[config.mk]
export PLATFORM = sky130hd
export DESIGN_NAME = ahb_slave_port_arbiter_flat
export DESIGN_NICKNAME = d
export VERILOG_FILES = /design/src/rtl/ahb_slave_port_arbiter_if.sv /design/src/rtl/ahb_slave_port_arbiter.sv /design/src/flat_wrapper.sv
export SDC_FILE = /design/constraint.sdc
export NUM_CORES = 1
export LEC_CHECK = 0
export BUFFER_PORTS_ARGS = -buffer_cell sky130_fd_sc_hd__buf_2
export CAP_MARGIN = 20
export CORE_MARGIN = 2
export CORE_UTILIZATION = 49
export CTS_BUF_LIST = sky130_fd_sc_hd__clkbuf_2
export DETAILED_ROUTE_END_ITERATION = 16
export PLACE_DENSITY = 0.83
export REMOVE_ABC_BUFFERS = 1
export SLEW_MARGIN = 20
export SYNTH_ARGS = -nofsm -noshare
export SYNTH_HDL_FRONTEND = slang
export SYNTH_SLANG_ARGS = --single-unit
[constraint.sdc]
create_clock -name hclk -period 1.8 [get_ports hclk]
set_clock_uncertainty 0.05 [all_clocks]
set_input_delay 0 -clock hclk [delete_from_list [all_inputs] [get_ports hclk]]
set_output_delay 0 -clock hclk [all_outputs]
set_load 0.1 [all_outputs]
[src/rtl/ahb_slave_port_arbiter_if.sv]
// Bundle of per-master request/transfer signals and arbiter select outputs
// for one shared AHB slave port.
//   master modport : request side (drives req/lock/htrans/hburst/hready)
//   slave modport  : arbiter side (drives addr_sel/data_sel/master_id)
interface ahb_slave_port_arbiter_if #(
    parameter int unsigned CHANNEL_NUM = 2,
    parameter int unsigned ID_W        = $clog2(CHANNEL_NUM)
);
    logic [CHANNEL_NUM-1:0]      req;
    logic [CHANNEL_NUM-1:0]      lock;
    logic [CHANNEL_NUM-1:0][1:0] htrans;
    logic [CHANNEL_NUM-1:0][2:0] hburst;
    logic                        hready;
    logic [CHANNEL_NUM-1:0]      addr_sel;
    logic [CHANNEL_NUM-1:0]      data_sel;
    logic [ID_W-1:0]             master_id;

    modport master (
        output req, lock, htrans, hburst, hready,
        input  addr_sel, data_sel, master_id
    );

    modport slave (
        input  req, lock, htrans, hburst, hready,
        output addr_sel, data_sel, master_id
    );
endinterface

[src/rtl/ahb_slave_port_arbiter.sv]
// Round-robin arbiter for one AHB slave port shared by CHANNEL_NUM masters.
// Produces a one-hot address-phase select, a one-transfer-lagged one-hot
// data-phase select and the encoded owner id. Grants are held across fixed
// length bursts; grant changes only on hready-high cycles.
// Optional feature: define AHB_ARB_LOCK_EN to hold the grant while the owner
// asserts lock together with req.
// Ports:
//   hclk, hresetn : clock, asynchronous active-low reset
//   bus (slave)   : req, lock, htrans, hburst, hready in;
//                   addr_sel, data_sel, master_id out (all registered)
module ahb_slave_port_arbiter #(
    parameter int unsigned CHANNEL_NUM = 2,
    parameter int unsigned ID_W        = $clog2(CHANNEL_NUM)
) (
    input  logic                     hclk,
    input  logic                     hresetn,
    ahb_slave_port_arbiter_if.slave  bus
);
    localparam logic [1:0] HT_IDLE   = 2'd0;
    localparam logic [1:0] HT_BUSY   = 2'd1;
    localparam logic [1:0] HT_NONSEQ = 2'd2;
    localparam logic [1:0] HT_SEQ    = 2'd3;
    localparam logic [2:0] HB_SINGLE = 3'd0;

    typedef enum logic [1:0] {ST_IDLE, ST_GRANT, ST_BURST} state_e;

    state_e                 state_q, state_d;
    logic [ID_W-1:0]        ptr_q, ptr_d;
    logic [ID_W-1:0]        master_id_q, master_id_d;
    logic [3:0]             beats_q, beats_d;
    logic [CHANNEL_NUM-1:0] addr_sel_q, addr_sel_d;
    logic [CHANNEL_NUM-1:0] data_sel_q, data_sel_d;

    logic [ID_W-1:0]        winner_c;
    logic                   any_req_c;
    logic                   others_req_c;
    logic [CHANNEL_NUM-1:0] own_mask_c;
    logic [1:0]             own_trans_c;
    logic [2:0]             own_burst_c;
    logic [3:0]             burst_len_c;
    logic                   burst_load_c;
    logic                   lock_hold_c;
    logic                   rearb_c;
    logic                   end_rearb_c;
    logic                   do_arb_c;

    // Round-robin scan starting at the pointer, wrapping modulo CHANNEL_NUM
    always_comb begin
        int unsigned idx;
        logic        found;
        winner_c = '0;
        found    = 1'b0;
        idx      = 0;
        for (int i = 0; i < int'(CHANNEL_NUM); i++) begin
            idx = (32'(ptr_q) + 32'(i)) % CHANNEL_NUM;
            if (!found && bus.req[ID_W'(idx)]) begin
                found    = 1'b1;
                winner_c = ID_W'(idx);
            end
        end
    end

    // Owner-side decode shared by the FSM and output logic
    always_comb begin
        any_req_c    = |bus.req;
        own_mask_c   = CHANNEL_NUM'(1) << master_id_q;
        others_req_c = |(bus.req & ~own_mask_c);
        own_trans_c  = bus.htrans[master_id_q];
        own_burst_c  = bus.hburst[master_id_q];
        case (own_burst_c)
            3'd2, 3'd3: burst_len_c = 4'd3;
            3'd4, 3'd5: burst_len_c = 4'd7;
            3'd6, 3'd7: burst_len_c = 4'd15;
            default:    burst_len_c = 4'd0;
        endcase
        burst_load_c = (own_trans_c == HT_NONSEQ) && (burst_len_c != 4'd0);
`ifdef AHB_ARB_LOCK_EN
        lock_hold_c  = bus.lock[master_id_q] && bus.req[master_id_q];
`else
        lock_hold_c  = 1'b0;
`endif
        rearb_c      = !lock_hold_c &&
                       (!bus.req[master_id_q] ||
                        (others_req_c &&
                         ((own_trans_c == HT_IDLE) ||
                          ((own_trans_c == HT_NONSEQ) && (own_burst_c == HB_SINGLE)))));
        // Last burst beat just completed: the boundary itself allows a handover
        end_rearb_c  = !lock_hold_c && (!bus.req[master_id_q] || others_req_c);
    end

`ifndef AHB_ARB_LOCK_EN
    logic unused_lock;
    assign unused_lock = ^bus.lock;
`endif

    // State register
    always_ff @(posedge hclk or negedge hresetn) begin
        if (!hresetn) begin
            state_q     <= ST_IDLE;
            ptr_q       <= '0;
            beats_q     <= '0;
            addr_sel_q  <= '0;
            data_sel_q  <= '0;
            master_id_q <= '0;
        end else begin
            state_q     <= state_d;
            ptr_q       <= ptr_d;
            beats_q     <= beats_d;
            addr_sel_q  <= addr_sel_d;
            data_sel_q  <= data_sel_d;
            master_id_q <= master_id_d;
        end
    end

    // Next-state and burst counter
    always_comb begin
        state_d  = state_q;
        beats_d  = beats_q;
        do_arb_c = 1'b0;
        if (bus.hready) begin
            case (state_q)
                ST_IDLE: begin
                    if (any_req_c) begin
                        do_arb_c = 1'b1;
                        state_d  = ST_GRANT;
                    end
                end
                ST_BURST: begin
                    if (own_trans_c == HT_SEQ) begin
                        beats_d = beats_q - 4'd1;
                        if (beats_q <= 4'd1) begin
                            beats_d = '0;
                            state_d = ST_GRANT;
                            if (end_rearb_c) begin
                                do_arb_c = 1'b1;
                                state_d  = any_req_c ? ST_GRANT : ST_IDLE;
                            end
                        end
                    end else if (own_trans_c != HT_BUSY) begin
                        // Early termination: re-evaluate as a plain grant
                        beats_d = '0;
                        state_d = ST_GRANT;
                        if (burst_load_c) begin
                            beats_d = burst_len_c;
                            state_d = ST_BURST;
                        end else if (rearb_c) begin
                            do_arb_c = 1'b1;
                            state_d  = any_req_c ? ST_GRANT : ST_IDLE;
                        end
                    end
                end
                default: begin
                    if (burst_load_c) begin
                        beats_d = burst_len_c;
                        state_d = ST_BURST;
                    end else if (rearb_c) begin
                        do_arb_c = 1'b1;
                        state_d  = any_req_c ? ST_GRANT : ST_IDLE;
                    end
                end
            endcase
        end
    end

    // Select outputs and round-robin pointer
    always_comb begin
        addr_sel_d  = addr_sel_q;
        data_sel_d  = data_sel_q;
        master_id_d = master_id_q;
        ptr_d       = ptr_q;
        if (bus.hready) begin
            data_sel_d = ((own_trans_c == HT_NONSEQ) || (own_trans_c == HT_SEQ)) ?
                         addr_sel_q : '0;
            if (do_arb_c) begin
                if (any_req_c) begin
                    addr_sel_d  = CHANNEL_NUM'(1) << winner_c;
                    master_id_d = winner_c;
                    ptr_d       = (winner_c == ID_W'(CHANNEL_NUM - 1)) ?
                                  '0 : winner_c + ID_W'(1);
                end else begin
                    addr_sel_d  = '0;
                    master_id_d = '0;
                end
            end
        end
    end

    assign bus.addr_sel  = addr_sel_q;
    assign bus.data_sel  = data_sel_q;
    assign bus.master_id = master_id_q;
endmodule

[src/flat_wrapper.sv]
// flat-port wrapper written by rule: the top's interface ports become plain ports
module ahb_slave_port_arbiter_flat 
#(
    parameter int unsigned CHANNEL_NUM = 2,
    parameter int unsigned ID_W        = $clog2(CHANNEL_NUM)
)
  (hclk, hresetn, bus_req, bus_lock, bus_htrans, bus_hburst, bus_hready, bus_addr_sel, bus_data_sel, bus_master_id);
  ahb_slave_port_arbiter_if #(.CHANNEL_NUM(CHANNEL_NUM), .ID_W(ID_W)) bus_i ();
  input  logic hclk;
  input  logic hresetn;
  input wire logic [$bits(bus_i.req)-1:0] bus_req;
  input wire logic [$bits(bus_i.lock)-1:0] bus_lock;
  input wire logic [$bits(bus_i.htrans)-1:0] bus_htrans;
  input wire logic [$bits(bus_i.hburst)-1:0] bus_hburst;
  input wire logic [$bits(bus_i.hready)-1:0] bus_hready;
  output wire logic [$bits(bus_i.addr_sel)-1:0] bus_addr_sel;
  output wire logic [$bits(bus_i.data_sel)-1:0] bus_data_sel;
  output wire logic [$bits(bus_i.master_id)-1:0] bus_master_id;
  assign bus_i.req = bus_req;
  assign bus_i.lock = bus_lock;
  assign bus_i.htrans = bus_htrans;
  assign bus_i.hburst = bus_hburst;
  assign bus_i.hready = bus_hready;
  assign bus_addr_sel = bus_i.addr_sel;
  assign bus_data_sel = bus_i.data_sel;
  assign bus_master_id = bus_i.master_id;
  ahb_slave_port_arbiter #(.CHANNEL_NUM(CHANNEL_NUM), .ID_W(ID_W)) u_core (.hclk(hclk), .hresetn(hresetn), .bus(bus_i));
endmodule
### Word level (Yosys, flattened, before mapping)

Index checks and enable logic that the tools add are counted.

* register bits: 12
* output and inout port bits: 5

* magnitude comparators: 4
* equality and inequality tests: 13
* add/sub/neg operators: 3
* reductions and logical operators: 25
* bitwise operators: 3
* muxes and demuxes: 44
* shifts and indexed selects: 2

Operator list (count)
* 2-bit 2-to-1 mux: 13
* 1-bit 2-to-1 mux: 20
* 4-bit 2-to-1 mux: 5
* 3-bit equality test (second input constant): 4
* 4-bit one-hot mux with 3 select lines: 1
* 2-bit OR reduction: 5
* 4-bit one-hot mux with 2 select lines: 1
* 4-bit nonzero test: 2
* 2-bit equality test (second input constant): 3
* 3-bit by 2-bit equality test with 1-bit output (second input constant): 2
* 1-bit by 2-bit < comparator with 1-bit output (second input constant): 3
* 3-bit 2-to-1 mux: 2
* 5-bit AND reduction: 1
* 4-bit by 1-bit less-or-equal comparator with 1-bit output (second input constant): 1
* 1-bit logical AND: 4
* 2-bit logical NOT: 2
* 1-bit logical OR: 4
* 2-bit by 1-bit != test with 1-bit output (second input constant): 2
* 2-bit one-hot mux with 2 select lines: 1
* 4-bit AND reduction: 1
* 1-bit by 1-bit left shift with 2-bit output (first input constant): 2
* 4-bit by 1-bit subtractor with 4-bit output (second input constant): 1
* 3-bit logical NOT: 1
* 3-bit by 1-bit != test with 1-bit output (second input constant): 1
* other kinds (10): 12

### Longest topological paths before layout

Gate-level depths: netlist (run 1).

* depth after elaboration: 14
* mapped depth: 7

### Worst setup path before layout (run 1)

Ideal clock, no wire load.

* path kind: register to register
* start: register u_core.master_id_q (netlist: u_core.bus.master_id)
* end: register u_core.beats_q[0]
* data arrival time: 2274 ps
* setup slack: -652 ps
* path buffers: 1
* cell stages (with the launch flop): 6
* cells stage by stage: dfrtp_1 buf_6 or3b_4 a2111oi_2 o21ai_2 mux2_1

* word-level cells in the longest chain between the ends: 11
* elaborated cells on any way between the ends: 27
* those cells by class: 10 x eq/ne; 10 x mux; 7 x reduce/logical

Ends and longest elaborated chain
* start: declaration: RTL line ahb_slave_port_arbiter.sv:29 `logic [ID_W-1:0] master_id_q, master_id_d;`
* start signal: assignment: RTL line ahb_slave_port_arbiter.sv:111 `master_id_q <= master_id_d;`
* 3-bit 2-to-1 mux (not written as such) (2 in a row): RTL line ahb_slave_port_arbiter.sv:69 `own_burst_c = bus.hburst[master_id_q];`
* 3-bit equality test / 3-bit by 2-bit equality test with 1-bit output (equally long branches): RTL line ahb_slave_port_arbiter.sv:70 `case (own_burst_c)`
* 2-bit OR reduction: RTL line ahb_slave_port_arbiter.sv:70
* 4-bit one-hot mux with 3 select lines: RTL line ahb_slave_port_arbiter.sv:70
* 4-bit nonzero test: RTL line ahb_slave_port_arbiter.sv:76 `burst_load_c = (own_trans_c == HT_NONSEQ) && (burst_len_c != 4'd0);`
* 1-bit logical AND: RTL line ahb_slave_port_arbiter.sv:76
* 4-bit 2-to-1 mux: RTL line ahb_slave_port_arbiter.sv:143 `if (burst_load_c) begin`
* 4-bit 2-to-1 mux: RTL line ahb_slave_port_arbiter.sv:139 `end else if (own_trans_c != HT_BUSY) begin`
* 4-bit 2-to-1 mux: RTL line ahb_slave_port_arbiter.sv:129 `if (own_trans_c == HT_SEQ) begin`
* 4-bit one-hot mux with 2 select lines: RTL line ahb_slave_port_arbiter.sv:121 `case (state_q)`
* end signal: assignment: RTL line ahb_slave_port_arbiter.sv:108 `beats_q <= beats_d;`
* end: declaration: RTL line ahb_slave_port_arbiter.sv:30 `logic [3:0] beats_q, beats_d;`

Parallel ways exist; a longest one is shown, timed or not. The select of a mux whose other input is x is not followed.
A chain may end at the register's enable or synchronous reset.

### Final worst setup path (run 1)

* start: register u_core.master_id_q (netlist: u_core.bus.master_id)
* end: register u_core.addr_sel_q[0] (netlist: u_core.bus.addr_sel[0])

* word-level cells in the longest chain between the ends: 14
* elaborated cells on any way between the ends: 42
* those cells by class: 9 x eq/ne; 1 x shift; 15 x mux; 2 x bitwise; 15 x reduce/logical

Ends and longest elaborated chain
* parallel branches: the longest is 11 deep, another holds 4-bit one-hot mux with 3 select lines
* 1-bit one-hot mux with 2 select lines (*): RTL line ahb_slave_port_arbiter.sv:121
* 1-bit 2-to-1 mux (*): RTL line ahb_slave_port_arbiter.sv:120 `if (bus.hready) begin`
* 2-bit AND reduction (no line) (*)
* end signal: assignment: RTL line ahb_slave_port_arbiter.sv:109 `addr_sel_q <= addr_sel_d;`
* end: declaration: RTL line ahb_slave_port_arbiter.sv:31 `logic [CHANNEL_NUM-1:0] addr_sel_q, addr_sel_d;`

Mark *: on every way between the ends. The select of a mux whose other input is x is not followed.

==> results of run 1 <==
-- cell type report --
type                       instances  share of cell area
inverter                          10             0.02964
sequential                        11              0.2174
tap                               25             0.02470
multi-input combinational         80              0.5158
clock buffer                       4             0.01581
timing repair buffer              38              0.1966
-- Yosys cell counts (all sizes together) --
library cell,n
o21ai,15
dfrtp,11
inv,10
nand2,7
mux2,6
a21oi,5
nand3b,4
nor2,4
nor2b,4
o22ai,4
buf,3
nor3,3
a31oi,2
ha,2
mux2i,2
nand3,2
nor3b,2
or3,2
a2111oi,1
a211oi,1
a2bb2oi,1
a32o,1
a41oi,1
and2,1
and2b,1
and3,1
clkbuf,1
nand2b,1
o2111ai,1
o311a,1
o311ai,1
o31ai,1
o41ai,1
or2,1
or3b,1
-- repair_timing --
action | in CTS | in global routing
setup endpoints to repair | 8 | 9
pin swaps | 4 | 8
hold buffers | 3 | 0
resized for setup | 11 | 12
hold endpoints to repair | 14 | 0
buffers inserted | 2 | 2
-- worst max-delay path by stage --
| stage | start | endpoint | slack, ps | depth (start not counted) |
|---|---|---|---|---|
| floorplan | u_core.bus.master_id$_DFFE_PN0P_ | u_core.bus.addr_sel[0]$_DFFE_PN0P_ | -1480 | 5 |
| global placement | u_core.bus.master_id$_DFFE_PN0P_ | u_core.bus.addr_sel[0]$_DFFE_PN0P_ | -90 | 6 |
| detailed placement | u_core.bus.master_id$_DFFE_PN0P_ | u_core.bus.addr_sel[0]$_DFFE_PN0P_ | -170 | 6 |
| CTS | u_core.bus.master_id$_DFFE_PN0P_ | u_core.bus.addr_sel[0]$_DFFE_PN0P_ | -50 | 5 |
| global route | u_core.bus.master_id$_DFFE_PN0P_ | u_core.bus.addr_sel[0]$_DFFE_PN0P_ | -100 | 6 |
| finish | u_core.bus.master_id$_DFFE_PN0P_ | u_core.bus.addr_sel[0]$_DFFE_PN0P_ | -30 | 6 |
-- registers in the layout, indices dropped and copies added (netlist names) --
name                  flops
u_core.bus.addr_sel       1
u_core.beats_q            4
u_core.state_q            2
u_core.bus.data_sel       2
u_core.bus.master_id      1
u_core.ptr_q              1
-- placed cells by master, fill, tap and decap left out, types with 2 or more instances in the layout --
cell and instances:
nor2_1 3, nand3b_1 4, o21ai_2 2, a31oi_1 2, nand3_1 2, mux2_2 4, o21ai_1 3, nand2_1 7
nor2b_1 4, dfrtp_1 11, inv_1 8, nor3_1 2, buf_2 19, o21ai_0 9, mux2i_1 2, buf_4 15
a21oi_1 4, o22ai_1 4, dlygate4sd3_1 3, clkbuf_2 4, inv_2 2
-- power breakdown --
group / total (W) / internal (W) / leakage (nW) / switching [W]
Combinational: 0.00141 / 0.000556 / 0.412 / 0.000851
Sequential: 0.000455 / 0.000354 / 0.135 / 0.000101
Clock: 0.000152 / 0.0000589 / 0.0166 / 0.0000935
Total: 0.00201 / 0.000969 / 0.563 / 0.00105
-- logic make-up (layout without fill, tap and decap cells) --
group                      Yosys count  after routing  share of synthesized area
muxes                                8              8                    0.09695
AOI/OAI and AO/OA                   36             36                     0.2742
adders and majority gates            2              2                    0.02770
DFF                                 11             11                     0.3047
and+or+nand+nor                     34             34                     0.2244
buffers and inverters               14             52                    0.07202
-- through the flow --
stage	worst slack, ps	total power (W)
6_report	-31.30	0.002014
5_1_grt	-96.94	0.002132
4_1_cts	-51.27	0.001869
3_5_place_dp	-172.5	0.001610
3_3_place_gp	-91.66	0.001574
2_1_floorplan	-1476	0.001271
-- critical path, delay by kind of cell (launching register included) --
family | cells | cell delay (ps)
compound gates | 3 | 710
buf+inv | 1 | 160
flops | 1 | 420
simple gates | 2 | 400
-- layer usage --
layer,global-route usage,vias to the layer above
met3,0.08846,4
met4,0.1111,0
li1,-,465
met1,0.2654,443
met5,0,-
met2,0.4274,29
==> reports/metrics.yaml, run 1 <==
num_rows: 15
cts_tree: "built"
cts_sinks: 11
fin_area_mm2: 0.001266
worst_pin_slew_ps: 649.2
hold_class: "primary input to flop"
wl_met2_um: 1356
rrSetupSlack_ps: -30
crit_path_start_kind: "flop"
cpMaxStageDelayCell: "dfrtp_1"
start_util: 0.5232
port_buffers: 19
hpwl_um: 1757
period_share: 1.017
cp_max_fo: 8
grt_pass1_wl_um: 3801
htreeDepth: 1
drive_gt1_frac: 0.4336
final.fill_count: 129
period_needed_ps: 1831
yosys-top-cells-area: "dfrtp_1 (30%), o21ai_0 (7.2%), mux2_2 (5.0%)"
end_kind: "flop"
dieArea_mm2: 0.002203
drc: 0
insertion_delay_ps: 280
fin_nets: 163
r2r_cells: 6
drt-total-wl_um: 2530
seqCellArea_um2: 275.3
grt_pass1_vias: 926
grt_antenna_before_repair: 0
drt_pass1_iterations: 4
first_iter_violations: 48
relSlewSlack: 0.5616
antenna_cells: 0
r2r_end: "u_core.bus.addr_sel[0]$_DFFE_PN0P_"
cts_root_buf: "clkbuf_2"
cap_violations: 0
max_stage_delay_ps: 420
min_from: "bus_htrans[3]"
fin_ws_ps: -31.30
io_pins: 22
violations: "negative setup slack"
dpl.cell_count: 157
yosysTopAreaCell: "dfrtp_1"
die_w_um: 46.94
areaGrowthSynthToFinish_pct: 40.17
synth_cell_types: 42
routedWlPerCell_um: 15.06
critical_path_arrival_ps: 1960
final_cells: 168
met3WireLength_um: 120
final_util: 0.7333
ys.warnings.count: 0
rsz0062_at_grt: "yes"
dr_total_vias: 941
overflow: 0
finalSetupViolCount: 4
grt_usage: 0.2455
vias_per_cell: 5.601
fin_hold_ws_ps: 20.12
path_clk_slew_ps: 120
yosysSeqAreaShare: 0.3047
core_area_mm2: 0.001727
syn-cell-area_um2: 903.4
final.setup.tns_ps: -80.97
synthCells: 105
p_leak_nw: 0.5629
die_h_um: 46.94
drv_slew: 0
gp_congestion: 0.8749
cts_buffer_depth: 2
holdPathStages: 3
r2r-start: "u_core.bus.master_id$_DFFE_PN0P_"
fmax_mhz: 546.1
hold-path-endpoint: "u_core.bus.data_sel[1]$_DFFE_PN0P_"
grt_max_degree: 12
outcome: "finished with violations"
ys_ff_latch: 11
multi_input_area_um2: 653.1
drtAntennaViolNets: 0
ir_drop_uv: 1115
avgSynthCellArea_um2: 8.603
critical_path_required_ps: 1930
hold_violations: 0
wl_met1_um: 1030
dpl_cell_area_mm2: 0.001092
criticalPathCategory: "flop to flop"
synth_top_area_share: 0.3047
path_cells: "buf_6, nand3b_1, a211oi_4, o31ai_4, and3_4, a32o_1"
routed.top_layer: "met4"
cts_buffers: 3
powerDensity_mw_per_mm2: 1591
Power figures use the tool's default switching activity.
==> run 2, diff against run 1 <==
--- a/config.mk
+++ b/config.mk
@@ -5,13 +5,14 @@
 export SDC_FILE = /design/constraint.sdc
 export NUM_CORES = 1
 export LEC_CHECK = 0
+export ABC_AREA = 1
 export BUFFER_PORTS_ARGS = -buffer_cell sky130_fd_sc_hd__buf_2
 export CAP_MARGIN = 20
 export CORE_MARGIN = 2
-export CORE_UTILIZATION = 49
+export CORE_UTILIZATION = 54
 export CTS_BUF_LIST = sky130_fd_sc_hd__clkbuf_2
 export DETAILED_ROUTE_END_ITERATION = 16
-export PLACE_DENSITY = 0.83
+export PLACE_DENSITY = 0.87
 export REMOVE_ABC_BUFFERS = 1
 export SLEW_MARGIN = 20
 export SYNTH_ARGS = -nofsm -noshare
==> constraint.sdc (replaced) <==
create_clock -name hclk -period 1.7 [get_ports hclk]
set_clock_uncertainty 0.05 [all_clocks]
set_input_delay 0 -clock hclk [delete_from_list [all_inputs] [get_ports hclk]]
set_output_delay 0 -clock hclk [all_outputs]
set_load 0.1 [all_outputs]
==> run 2 against run 1 <==
Net effect:
- the flow still finishes with violations (negative setup slack)
- global-route usage grew 2.5 points
- first-iteration DRC count grew 29%
- register-to-register slack lost 110 ps
- critical path type unchanged
==> reports/metrics.yaml, run 2 <==
place_ws_ps: -54.55
antenna_cells: 0
yosysTopAreaCell: "dfrtp_1"
cp.depth: 12
synthTopCellsByCount: "nand2_1 (35), inv_1 (19), dfrtp_1 (11), o21ai_0 (11), nor2_1 (7)"
first_iter_violations: 62
drt_pass1_iterations: 5
fin_ws_ps: -143.7
synth.most_common_cell: "nand2_1"
grt_usage: 0.2709
port_buffers: 19
seqCellArea_um2: 276.5
cts_tree: "built"
start_util: 0.5697
outcome: "finished with violations"
areaGrowthSynthToFinish_pct: 55.46
finalSetupViolCount: 9
cp_max_fo: 8
period_share: 1.085
drive_gt1_frac: 0.5116
p_int_w: 0.001133
grt_max_degree: 12
hold_violations: 0
die_w_um: 43.64
path_buf_inv: 3
comb_power_share: 0.739
regMostFlops: "u_core.beats_q"
vias_per_cell: 5.957
synth_cell_types: 23
final_cell_mix: "nand2_1 (23), buf_4 (22), buf_2 (19), inv_1 (16), nand2_2 (11)"
synth_edf_count: 0
rsz0062_at_grt: "yes"
path_cells: "buf_6, nand2_4, nand2_4, nand2_2, inv_2, nor2_4, inv_4, nand2_4, nor3b_4, o21ai_2, nand2_1, nand2_1"
htreeDepth: 1
grt_pass1_wl_um: 3795
final.fill_count: 69
layout_commonest_cell: "nand2_1"
insertion_delay_ps: 280
r2r_cells: 12
dieArea_mm2: 0.001904
path_common_cell: "nand2_4"
drtAntennaViolNets: 0
crit_path_start_kind: "flop"
synthCells: 124
dpl_cell_area_um2: 982.2
cts_sinks: 11
cpMaxStageDelayCell: "dfrtp_2"
fmax_mhz: 542.4
drt-total-wl_um: 3326
overflow: 0
p_seq_frac: 0.196
synthArstFlopShare: 1.000
routedWlPerCell_um: 17.69
synth_top_area_share: 0.3245
worst_pin_slew_ps: 487.4
grt_antenna_before_repair: 0
hpwl_um: 1564
hold_class: "primary input to flop"
cts_root_buf: "clkbuf_2"
criticalPathCategory: "flop to flop"
num_rows: 14
p_leak_nw: 0.7028
syn-cell-area_um2: 848.3
cap_violations: 0
die_h_um: 43.64
drv_slew: 0
gp_congestion: 0.7958
ys_ff_latch: 11
holdPathStages: 3
synth_ff_type: "dfrtp_1"
netSwitchingPower_w: 0.001405
largest_register_ffs: 4
drc: 0
cts_buffer_depth: 2
cts_buffers: 3
multi_input_area_um2: 599.3
fin_area_mm2: 0.001319
dr_total_vias: 1120
clkPwrFrac: 0.066
core_area_mm2: 0.001489
grt_pass1_vias: 919
fin_hold_ws_ps: 36.07
yosys-top-cells-area: "dfrtp_1 (32%), nand2_1 (15%), inv_1 (8.4%)"
crit_family: "simple AND/OR/NAND/NOR gates"
final_util: 0.8857
period_needed_ps: 1844
avgSynthCellArea_um2: 6.841
path_clk_slew_ps: 120
ys.warnings.count: 0
switching_share: 0.5537
fin_nets: 192
relSlewSlack: 0.6773
powerDensity_mw_per_mm2: 1924
final.setup.tns_ps: -901.0
end_kind: "flop"
yosysSeqAreaShare: 0.3245
critical_path_arrival_ps: 1990
io_pins: 22
critical_path_required_ps: 1840
violations: "negative setup slack"
ir_drop_uv: 1747
max_stage_delay_ps: 470
run 2: cell count changes after synthesis, moves of 3 or more:
cell and change:
nand3b_1 -4, nand2_1 +28, nand3_1 +3, inv_2 +3, nor2b_1 -4, nor2_1 +3, nand2_4 +3, nor3_1 +3
nand2_2 +5, mux2_2 -4, inv_1 +9
run 2: final timing paths:
| kind | startpoint | end | slack [ps] |
|---|---|---|---|
| hold / removal | bus_req[1] | u_core.bus.master_id$_DFFE_PN0P_ | 40 |
| setup / recovery | u_core.bus.master_id$_DFFE_PN0P_ | u_core.beats_q[2]$_DFFE_PN0P_ | -140 |
| min in group asynchronous | hresetn | u_core.beats_q[3]$_DFFE_PN0P_ | 60 |
| setup reg to reg | u_core.bus.master_id$_DFFE_PN0P_ | u_core.beats_q[2]$_DFFE_PN0P_ | -140 |
| hold reg to reg | u_core.bus.addr_sel[0]$_DFFE_PN0P_ | u_core.bus.addr_sel[0]$_DFFE_PN0P_ | 500 |
| max in group asynchronous | hresetn | u_core.bus.master_id$_DFFE_PN0P_ | 1310 |
run 2: per-layer routing:
metal / GRT usage / part of all wire / up-vias
met2: 0.5088 / 0.49 / 88
met5: 0 / 0 / -
met1: 0.2794 / 0.36 / 507
met3: 0.03750 / 0.071 / 31
met4: 0.1576 / 0.071 / 0
li1: - / - / 494
run 2: stage by stage:
step | power, W | cells
after floorplan | 0.001410 | 122
after global placement | 0.001644 | 162
after detailed placement | 0.001698 | 162
after CTS | 0.002003 | 175
after global routing | 0.002650 | 188
final | 0.002538 | 188
run 2: logic make-up (layout without fill, tap and decap cells):
| kind of cell | Yosys count | in the layout | share of synthesized area |
|---|---|---|---|
| and+or+nand+nor | 64 | 64 | 0.3732 |
| adders and majority gates | 2 | 2 | 0.02949 |
| AOI/OAI and AO/OA | 22 | 22 | 0.1431 |
| buffers and inverters | 24 | 72 | 0.1195 |
| xor gates and xnor gates | 1 | 1 | 0.01033 |
| DFF | 11 | 11 | 0.3245 |
run 2: area by class of cell:
| type | instances | share of cell area |
|---|---|---|
| Clock buffer | 4 | 0.01518 |
| Timing Repair Buffer | 46 | 0.2372 |
| Sequential cell | 11 | 0.2097 |
| Inverter | 22 | 0.06831 |
| Multi-Input combinational cell | 89 | 0.4545 |
| Tap cell | 16 | 0.01518 |
run 2: repair_timing:
action / 4_1_cts / 5_1_grt
hold buffers: 3 / 0
hold endpoints to repair: 13 / 0
pin swaps: 10 / 17
resized for setup: 12 / 33
setup endpoints to repair: 5 / 9
buffers inserted: 6 / 13
run 2: power by group through the flow:
| stage | sequential (W) | combinational (W) | clock (W) |
|---|---|---|---|
| 6_report | 0.000496 | 0.00188 | 0.000166 |
| 4_1_cts | 0.000472 | 0.00137 | 0.000161 |
| 2_1_floorplan | 0.000797 | 0.000613 | 0 |
| 5_1_grt | 0.000502 | 0.00198 | 0.000173 |
| 3_3_place_gp | 0.000457 | 0.00119 | 0 |
| 3_5_place_dp | 0.000468 | 0.00123 | 0 |
run 2: worst reg2reg max path: cells and delay by family, from the launching register on:
family	cells	cell delay, ps
simple gates	8	850
compound gates	1	100
buf+inv	3	270
flops	1	470
==> run 3, diff against run 2 <==
--- a/config.mk
+++ b/config.mk
@@ -5,7 +5,6 @@
 export SDC_FILE = /design/constraint.sdc
 export NUM_CORES = 1
 export LEC_CHECK = 0
-export ABC_AREA = 1
 export BUFFER_PORTS_ARGS = -buffer_cell sky130_fd_sc_hd__buf_2
 export CAP_MARGIN = 20
 export CORE_MARGIN = 2
==> constraint.sdc (replaced) <==
create_clock -name hclk -period 1.7 [get_ports hclk]
set_clock_uncertainty 0.05 [all_clocks]
set_input_delay 0.425 -clock hclk [delete_from_list [all_inputs] [get_ports hclk]]
set_output_delay 0.425 -clock hclk [all_outputs]
set_load 0.1 [all_outputs]
==> run 3 against run 2 <==
Net effect:
- combinational power down 7%
- register-to-register slack worse by 70 ps
- the flow still finishes with violations (negative setup slack)
- flip-flop and latch count unchanged
- sequential share of layout area down 1.1 points
- total power down 5.6%
- non-clock buffer count up 5
- routed wire length up 12%
- count of clock-buffer cells in the layout unchanged
- largest power group unchanged
- largest cell class unchanged
- global-route usage up 11 points
==> reports/metrics.yaml, run 3 (same netlist as run 1, synthesis figures left out) <==
criticalPathCategory: "flop to flop"
netSwitchingPower_w: 0.001233
final.setup.tns_ps: -1633
final.fill_count: 62
final_cells: 172
outcome: "finished with violations"
dr_total_vias: 1154
cts_buffer_depth: 2
first_iter_violations: 46
cts_buffers: 3
largest_register_ffs: 4
crit_path_start_kind: "flop"
vias_per_cell: 6.709
drc: 0
drv_slew: 0
drt-total-wl_um: 3719
p_int_w: 0.001163
wl_met2_um: 1763
die_w_um: 44.90
grt_max_degree: 12
met3WireLength_um: 299
regMostFlops: "u_core.beats_q"
max_stage_delay_ps: 450
crit_family: "buffers and inverters"
wl_met1_um: 1365
dpl.cell_count: 162
layout_commonest_cell: "buf_4"
fin_hold_ws_ps: 470.8
fin_ws_ps: -212.8
grt_usage: 0.3842
hpwl_um: 2258
rsz0062_at_grt: "yes"
final_util: 0.9034
core_area_mm2: 0.001541
io_pins: 22
routedWlPerCell_um: 21.62
cts_sinks: 11
critical_path_required_ps: 1830
cts_tree: "built"
overflow: 0
num_rows: 14
ir_drop_uv: 1357
fmax_mhz: 522.8
fin_nets: 176
end_kind: "flop"
worst_pin_slew_ps: 637.6
drt_pass1_iterations: 4
path_cells: "buf_4, nand3b_1, buf_4, a211oi_4, buf_4, and2b_1, o22ai_2"
critical_path_arrival_ps: 2040
place_ws_ps: -382.8
final_cell_mix: "buf_4 (29), buf_2 (17), inv_1 (10), dfrtp_1 (10)"
p_seq_frac: 0.207
powerDensity_mw_per_mm2: 1721
start_util: 0.5860
antenna_cells: 0
multi_input_area_um2: 663.1
cts_root_buf: "clkbuf_2"
drive_gt1_frac: 0.4936
routed.top_layer: "met4"
period_needed_ps: 1913
clkPwrFrac: 0.061
hold_class: "primary input to flop"
drtAntennaViolNets: 0
insertion_delay_ps: 250
htreeDepth: 1
p_leak_nw: 0.6482
port_buffers: 19
violations: "negative setup slack"
finalSetupViolCount: 9
gp_congestion: 0.8948
cp_max_fo: 5
comb_power_share: 0.732
dieArea_mm2: 0.002016
areaGrowthSynthToFinish_pct: 54.16
grt_pass1_vias: 1191
period_share: 1.125
path_common_cell: "buf_4"
hold_violations: 0
path_clk_slew_ps: 100
switching_share: 0.5147
cap_violations: 0
cpMaxStageDelayCell: "dfrtp_2"
grt_pass1_wl_um: 5451
relSlewSlack: 0.5694
seqCellArea_um2: 276.5
die_h_um: 44.90
path_buf_inv: 3
grt_antenna_before_repair: 0
-- run 3: layout make-up --
cell class	count	area share
sequential	11	0.1986
tap	16	0.01438
clock buffer	4	0.01438
timing repair buffer	51	0.2695
multi-input combinational	80	0.4762
inverter	10	0.02695
-- run 3: final timing paths --
check,start,end,slack (ps),cells after the start
worst max-delay path,u_core.bus.master_id$_DFFE_PN0P_,u_core.state_q[1]$_DFFE_PN0P_,-210,7
worst min-delay path,bus_hready,u_core.bus.data_sel[0]$_DFFE_PN0P_,470,3
worst max register to register,u_core.bus.master_id$_DFFE_PN0P_,u_core.state_q[1]$_DFFE_PN0P_,-210,7
worst min register to register,u_core.bus.data_sel[0]$_DFFE_PN0P_,u_core.bus.data_sel[0]$_DFFE_PN0P_,510,2
max in group asynchronous,hresetn,u_core.bus.master_id$_DFFE_PN0P_,880,2
min in group asynchronous,hresetn,u_core.beats_q[0]$_DFFE_PN0P_,500,2
-- run 3: power by group through the flow --
stage	clock network (W)	registers (W)	logic, W
after detailed placement	0	0.000481	0.00140
after global routing	0.000160	0.000498	0.00185
after floorplan	0	0.000839	0.000507
final	0.000146	0.000497	0.00175
after global placement	0	0.000465	0.00133
after CTS	0.000149	0.000481	0.00158
-- run 3: timing repair --
| item | in CTS | in global routing |
|---|---|---|
| resized for setup | 20 | 7 |
| cloned | 0 | 0 |
| pin swaps | 12 | 2 |
| hold endpoints to repair | 11 | 0 |
| endpoints found under the setup margin | 9 | 9 |
| buffers inserted | 1 | 4 |
| hold buffers | 1 | 0 |
-- run 3: per-stage QoR --
stage / cell area (um^2) / total power [W]
5_1_grt: 1393 / 0.002507
3_3_place_gp: 1216 / 0.001795
2_1_floorplan: 875.8 / 0.001346
4_1_cts: 1341 / 0.002210
3_5_place_dp: 1216 / 0.001886
6_report: 1393 / 0.002396
-- run 3: tightest hold or removal path, stage by stage --
cell,delay [ps]
buf_2,170
nand2_1,80
o22ai_1,60
-- run 3: metal layers --
| metal | GRT usage | up-vias |
|---|---|---|
| met5 | 0 | - |
| met4 | 0.2824 | 0 |
| met3 | 0.06800 | 36 |
| met2 | 0.6551 | 98 |
| met1 | 0.4260 | 528 |
| li1 | - | 492 |
